$ cat src/rtl/mem_port_arbiter.sv
// Shares one memory port between instruction fetch and data accesses.
// One transaction in flight; data wins arbitration, a watchdog aborts stuck accesses.
module mem_port_arbiter #(
   parameter int TIMEOUT = 15
) (
   input  logic        clk,
   input  logic        rst_n,
   input  logic        if_req,
   input  logic [31:0] if_addr,
   output logic        if_valid,
   output logic [31:0] if_rdata,
   output logic        if_stall,
   input  logic        d_req,
   input  logic        d_we,
   input  logic [1:0]  d_size,
   input  logic [31:0] d_addr,
   input  logic [31:0] d_wdata,
   output logic        d_valid,
   output logic [31:0] d_rdata,
   output logic        d_stall,
   output logic        bus_err,
   output logic        m_req,
   output logic        m_we,
   output logic [31:0] m_addr,
   output logic [3:0]  m_be,
   output logic [31:0] m_wdata,
   input  logic        m_ack,
   input  logic [31:0] m_rdata
);

   typedef enum logic [1:0] {IDLE, DATA, FETCH, DONE} state_t;

   localparam int WD_W = (TIMEOUT < 2) ? 1 : $clog2(TIMEOUT + 1);

   state_t          state_q;
   logic [WD_W-1:0] wd_q;
   logic            m_req_q;
   logic            m_we_q;
   logic [31:0]     m_addr_q;
   logic [3:0]      m_be_q;
   logic [31:0]     m_wdata_q;
   logic            if_valid_q;
   logic            d_valid_q;
   logic            bus_err_q;
   logic [31:0]     if_rdata_q;
   logic [31:0]     d_rdata_q;

   logic            misaligned_d;
   logic [3:0]      be_d;
   logic [31:0]     wdata_d;
   logic            wd_expire_d;

   always_comb begin
      misaligned_d = 1'b0;
      be_d         = 4'b1111;
      case (d_size)
         2'b00: be_d = 4'b0001 << d_addr[1:0];
         2'b01: begin
            be_d         = 4'b0011 << d_addr[1:0];
            misaligned_d = d_addr[0];
         end
         2'b10:   misaligned_d = (d_addr[1:0] != 2'b00);
         default: misaligned_d = 1'b1;
      endcase
      wdata_d     = d_wdata << {d_addr[1:0], 3'b000};
      // Expire on the TIMEOUT-th busy cycle without an ack; an ack in that cycle still wins.
      wd_expire_d = (TIMEOUT != 0) && (int'(wd_q) + 1 == TIMEOUT);
   end

   always_ff @(posedge clk) begin
      if (!rst_n) begin
         state_q    <= IDLE;
         wd_q       <= '0;
         m_req_q    <= 1'b0;
         m_we_q     <= 1'b0;
         m_addr_q   <= '0;
         m_be_q     <= '0;
         m_wdata_q  <= '0;
         if_valid_q <= 1'b0;
         d_valid_q  <= 1'b0;
         bus_err_q  <= 1'b0;
         if_rdata_q <= '0;
         d_rdata_q  <= '0;
      end else begin
         if_valid_q <= 1'b0;
         d_valid_q  <= 1'b0;
         bus_err_q  <= 1'b0;
         case (state_q)
            IDLE: begin
               if (d_req) begin
                  if (misaligned_d) begin
                     d_valid_q <= 1'b1;
                     bus_err_q <= 1'b1;
                     d_rdata_q <= '0;
                     state_q   <= DONE;
                  end else begin
                     m_req_q   <= 1'b1;
                     m_we_q    <= d_we;
                     m_addr_q  <= d_addr & 32'hFFFF_FFFC;
                     m_be_q    <= be_d;
                     m_wdata_q <= wdata_d;
                     wd_q      <= '0;
                     state_q   <= DATA;
                  end
               end else if (if_req) begin
                  m_req_q   <= 1'b1;
                  m_we_q    <= 1'b0;
                  m_addr_q  <= if_addr & 32'hFFFF_FFFC;
                  m_be_q    <= 4'b1111;
                  m_wdata_q <= '0;
                  wd_q      <= '0;
                  state_q   <= FETCH;
               end
            end
            DATA, FETCH: begin
               if (m_ack || wd_expire_d) begin
                  m_req_q <= 1'b0;
                  m_we_q  <= 1'b0;
                  state_q <= DONE;
                  if (!m_ack) bus_err_q <= 1'b1;
                  if (state_q == DATA) begin
                     d_valid_q <= 1'b1;
                     d_rdata_q <= m_ack ? m_rdata : 32'd0;
                  end else begin
                     if_valid_q <= 1'b1;
                     if_rdata_q <= m_ack ? m_rdata : 32'd0;
                  end
               end else begin
                  wd_q <= wd_q + 1'b1;
               end
            end
            DONE:    state_q <= IDLE;
            default: state_q <= IDLE;
         endcase
      end
   end

   assign if_valid = if_valid_q;
   assign if_rdata = if_rdata_q;
   assign d_valid  = d_valid_q;
   assign d_rdata  = d_rdata_q;
   assign bus_err  = bus_err_q;
   assign m_req    = m_req_q;
   assign m_we     = m_we_q;
   assign m_addr   = m_addr_q;
   assign m_be     = m_be_q;
   assign m_wdata  = m_wdata_q;
   assign if_stall = if_req & ~if_valid_q;
   assign d_stall  = d_req & ~d_valid_q;

endmodule

$ cat config.mk
export PLATFORM = sky130hd
export DESIGN_NAME = mem_port_arbiter
export DESIGN_NICKNAME = d
export VERILOG_FILES = /design/src/rtl/mem_port_arbiter.sv
export SDC_FILE = /design/constraint.sdc
export NUM_CORES = 1
export LEC_CHECK = 0
export ABC_AREA = 1
export ABC_CLOCK_PERIOD_IN_PS = 5200
export CORE_ASPECT_RATIO = 0.7
export CORE_UTILIZATION = 33
export DETAILED_ROUTE_END_ITERATION = 16
export DONT_BUFFER_PORTS = 1
export PLACE_DENSITY_LB_ADDON = 0.1
export SETUP_SLACK_MARGIN = 0.4
export SYNTH_ARGS = -nofsm -noshare
export SYNTH_HDL_FRONTEND = slang
export SYNTH_SLANG_ARGS = --single-unit
$ cat constraint.sdc
create_clock -name clk -period 5.2 [get_ports clk]
set_clock_uncertainty 0.05 [all_clocks]
set_input_delay 0.52 -clock clk [delete_from_list [all_inputs] [get_ports clk]]
set_output_delay 0.52 -clock clk [all_outputs]
set_load 0.01 [all_outputs]
Yosys cells after proc, flatten, opt, wreduce, memory -nomap -nowiden
Index checks and enable logic that the tools add are counted.

cells by class
  add/sub/neg operators = 2
  equal/unequal tests = 14
  shift operators = 3
  multiplexer cells = 45
  bitwise logic cells = 5
  reductions and logical operators = 14

operators with widths
  cell                                             count
  two-way mux 32 bit                               11
  one-hot mux 32 bit (2 select lines)              1
  left shift 32 x 5 -> 32 bit                      1
  two-way mux 4 bit                                7
  one-hot mux 4 bit (2 select lines)               2
  two-way mux 1 bit                                14
  inequality test 2 bit, second input constant     6
  AND reduction 3 bit                              3
  two-way mux 2 bit                                4
  one-hot mux 1 bit (2 select lines)               4
  AND reduction 4 bit                              2
  == test 2 bit, second input constant             3
  inequality test 3 bit, second input constant     2
  one-hot mux 2 bit (3 select lines)               1
  nonzero test 2 bit                               3
  adder 4 x 1 -> 5 bit, second input constant      1
  == test 5 x 4 -> 1 bit, second input constant    1
  AND reduction 5 bit                              1
  adder 4 x 1 -> 4 bit, second input constant      1
  == test 2 x 1 -> 1 bit, second input constant    2
  logical NOT 2 bit                                2
  left shift 1 x 2 -> 4 bit, first input constant  1
  left shift 2 x 2 -> 4 bit, first input constant  1
  inverter 1 bit                                   3
  other kinds (5)                                  6

word-level totals
  bits in registers = 143
  bits of input ports = 136
  output and inout bits = 139
  logic and storage cells = 95

Depth between registers and ports, before layout
  word-level depth = 5
  gate-level depth with buffers = 12

Worst setup path after synthesis
No wires, ideal clock.

  path kind = register to register
  from = register state_q[0]
  to = register d_rdata_q[17] (netlist: d_rdata[17])
  arrival time = 1654 ps
  data required time = 5036 ps
  slack = 3382 ps
  cell stages (with the launch flop) = 12
  path buffers = 2
  cells stage by stage = dfxtp_1 > inv_1 > ha_1 > buf_4 > nor2_1 > a21oi_2 > nand2_1 > a21oi_4 > nand2_4 > buf_4 > a21oi_1 > nor2_1

between the ends
  word-level cells in the longest chain between the ends = 4
  elaborated cells on any way between the ends = 11

RTL lines
  item                                                                                 RTL line  RTL
  start: declaration                                                                   35        state_t state_q;
  start signal: assignment                                                             72        state_q <= IDLE;
  start signal: assignment                                                             95        state_q <= DONE;
  start signal: assignment                                                             103       state_q <= DATA;
  == test 2 x 1 -> 1 bit / == test 2 bit (equally long branches)                       88, 121
  OR reduction 2 bit                                                                   88        case (state_q)
  inequality test 2 bit (no source line) / nonzero test 2 bit (equally long branches)  n/a
  AND reduction 5 bit (no source line)                                                 n/a
  end signal: assignment                                                               123       d_rdata_q <= m_ack ? m_rdata : 32'd0;
  end: declaration                                                                     46        logic [31:0] d_rdata_q;

Several ways; a longest one is shown, not always the timed one.
A chain may end at the register's enable or synchronous reset.

Final worst setup path
  from = register state_q[0]
  to = register wd_q[1]

between the ends
  word-level cells in the longest chain between the ends = 4
  elaborated cells on any way between the ends = 10

RTL lines
  item                                                                                 RTL line  RTL
  == test 2 x 1 -> 1 bit / == test 2 bit (equally long branches)                       88
  OR reduction 2 bit                                                                   88
  inequality test 2 bit (no source line) / nonzero test 2 bit (equally long branches)  n/a
  AND reduction 4 bit (no source line)                                                 n/a
  end signal: assignment                                                               129       wd_q <= wd_q + 1'b1;
  end: declaration                                                                     36        logic [WD_W-1:0] wd_q;

Several ways; a longest one is shown, not always the timed one.

==> results.json <==
{
  "p_leak_uw": 0.00354,
  "ys_warn_count": 0,
  "slew_viol_final": 0,
  "ys_seq_elements": 141,
  "critPathKind": "reg -> reg",
  "area_delta_synth_final_pct": 8.71,
  "cts_tree": "yes",
  "min-delay-start": "m_rdata[15]",
  "power_per_cell_area_nw_per_um2": 648,
  "synth-edff-count": 0,
  "period_share_pct": 51.8,
  "fill_cells": 2172,
  "r2r-start": "state_q[0]$_SDFFE_PN0P_",
  "synthAdderAreaFrac_pct": 1.10,
  "synth_area_leaders": "dfxtp_1, nand2_1, nor2_1, inv_1, a21oi_1",
  "synth-xor-area-share_pct": 0,
  "synthSimpleGateAreaFrac_pct": 28.9,
  "core_area_um2": 20100,
  "htree_levels": 4,
  "vdd_drop_max_mv": 0.274,
  "grt_pass1_wl_um": 30700,
  "synth_commonest_cells": "nand2_1, dfxtp_1, nor2_1, inv_1, a21oi_1",
  "nets": 1072,
  "cp_data_arrival_time_ns": 3.00,
  "cts_buffers": 17,
  "netlist.area_leader.share_pct": 41.2,
  "io_buffers": 0,
  "multiInputGateArea_um2": 3280,
  "cp-start-kind": "flop",
  "setup_viol": 0,
  "slew_headroom_pct": 38.1,
  "synth.most_common_cell": "nand2_1",
  "drv_cap": 0,
  "hold_buffers": 0,
  "ant_nets": 0,
  "hold_depth": 2,
  "vias": 5896,
  "cts_resized": 0,
  "hp-class": "in -> reg",
  "diodes": 0,
  "drive_gt1_share_pct": 6.79,
  "detail_route.wirelength_um": 20200,
  "syn_inst": 979,
  "grt.overflow.total": 0,
  "routedWlPerCell_um": 16.7,
  "firstDrtPassIters": 4,
  "start_util_pct": 34.1,
  "hold_viol": 0,
  "fp.dieH_um": 123,
  "synth_area_um2": 6850,
  "outcome": "complete, no violations",
  "synth_cell_types": 34,
  "rr_endpoint": "wd_q[1]$_SDFFE_PN0P_",
  "synth_top_family_by_area": "simple AND/OR/NAND/NOR gates",
  "worstPathRequired_ns": 5.50,
  "rrSetupSlack_ns": 2.50,
  "grtUsageTotal_pct": 18.6,
  "muxShareOfSynthArea_pct": 0.877,
  "min_period_ns": 2.70,
  "r2r_cells": 8,
  "tns_ns": 0,
  "root_buffer": "clkbuf_16",
  "row_count": 43,
  "drcViolationCount": 0,
  "fin_util_pct": 37.1,
  "ys_seq_area_share_pct": 41.2,
  "hold_end": "if_rdata[15]$_SDFFE_PN0P_",
  "cts_buffer_depth": 2,
  "vias_per_cell": 4.86,
  "clkSinkCount": 141,
  "drt_iter0_markers": 305,
  "crit_fanout": 43,
  "p_total_uw": 4820,
  "end_kind": "flop",
  "worstMarginPinSlew_ns": 0.923,
  "avgSynthCellArea_um2": 7.00,
  "yosysTopAreaCell": "dfxtp_1",
  "rsz0062_at_grt": "no",
  "max_freq_ghz": 0.371,
  "place_hpwl_um": 13500,
  "ys.flop_type": "dfxtp_1",
  "clk_latency_ns": 0.41,
  "die_area_um2": 21400,
  "async_reset_ff_share_pct": 0,
  "clk_pin_slew_ns": 0.07,
  "die_w_um": 174,
  "register_area_um2": 2820,
  "cts_setup_buffers": 0,
  "critPathLaunch": "state_q[0]$_SDFFE_PN0P_",
  "routabilityCongestion": 0.764,
  "antenna_found_initial": 0,
  "grt_pass1_vias": 5345,
  "ios": 275,
  "synth_compound_area_share_pct": 16.7,
  "grt_max_degree": 115
}
sequential cells by signal, indices dropped and copies added, names as in the netlist, 2 cells and up:
name and count:
if_rdata 32, d_rdata 32, wd_q 4, m_be 4
m_wdata 32, m_addr 30, state_q 2
worst max-delay path: stages (launching register included):
cell and delay (ns):
dfxtp_1 0.37, inv_1 0.08, ha_2 0.32, buf_4 0.43, clkinv_1 0.65, or2_2 0.49
nand3_1 0.09, nand2_1 0.05, nor2_1 0.08
layout make-up:
class	instances	area share [%]
Multi-Input combinational cell	670	44.0
Sequential cell	141	37.9
Clock buffer	19	5.95
Inverter	98	4.94
Tap cell	270	4.54
Clock inverter	12	2.49
Timing Repair Buffer	2	0.202
report_power, final:
| part | switching (µW) | internal [µW] | leakage, µW | total (µW) |
|---|---|---|---|---|
| Combinational | 1120 | 527 | 0.00209 | 1650 |
| Sequential | 414 | 1440 | 0.00116 | 1850 |
| Clock | 501 | 819 | 0.000293 | 1320 |
| Total | 2040 | 2790 | 0.00354 | 4820 |
logic make-up after synthesis:
| family | after synthesis |
|---|---|
| and+or+nand+nor | 472 |
| AOI/OAI and AO/OA | 184 |
| buffers and inverters | 169 |
| DFF | 141 |
| muxes | 6 |
| adders and majority gates | 6 |
| other | 1 |
how the worst max path moves through the flow:
stage	end	slack [ns]	cells past startpoint
finish	wd_q[1]$_SDFFE_PN0P_	2.50	8
detailed placement	m_addr[19]$_SDFFE_PN0P_	2.45	6
floorplan	d_rdata[17]$_SDFFE_PN0P_	3.38	11
CTS	wd_q[1]$_SDFFE_PN0P_	2.47	8
global route	wd_q[1]$_SDFFE_PN0P_	2.30	8
global placement	m_addr[4]$_SDFFE_PN0P_	2.43	6
placed cells by master, fill, tap and decap left out, types with 2 or more instances in the layout:
master / instances
clkinvlp_4: 4
inv_2: 5
nand4_1: 20
nand3_4: 2
bufinv_16: 4
o21ai_0: 58
conb_1: 2
dfxtp_1: 141
a21oi_1: 67
inv_1: 90
clkinv_1: 3
ha_1: 5
clkbuf_16: 17
buf_4: 2
nand2_2: 2
o22ai_1: 8
inv_6: 3
mux2i_1: 6
o21ai_1: 5
nor2_1: 141
o211a_1: 30
nand2_4: 3
a22oi_1: 2
nand2_1: 243
nand3_2: 2
a21oi_2: 11
or2_2: 2
nand3_1: 55
metal layers:
layer	part of all wire [%]	routed length [µm]	global-route usage, %
met2	41	8370	26.4
met4	0.96	194	5.32
met5	0	0	0
met3	9.1	1840	7.09
met1	49	9800	25.8
stage by stage:
step           area (µm²)  setup WS [ns]  hold WS, ns  std cells
2_1_floorplan        6860           3.38        0.423        980
3_3_place_gp         6820           2.43        0.462       1181
3_5_place_dp         6820           2.45        0.454       1181
4_1_cts              7450           2.47        0.154       1212
5_1_grt              7450           2.30        0.155       1212
6_report             7450           2.50        0.179       1212
Note: power is estimated with default switching activity, not from simulation.
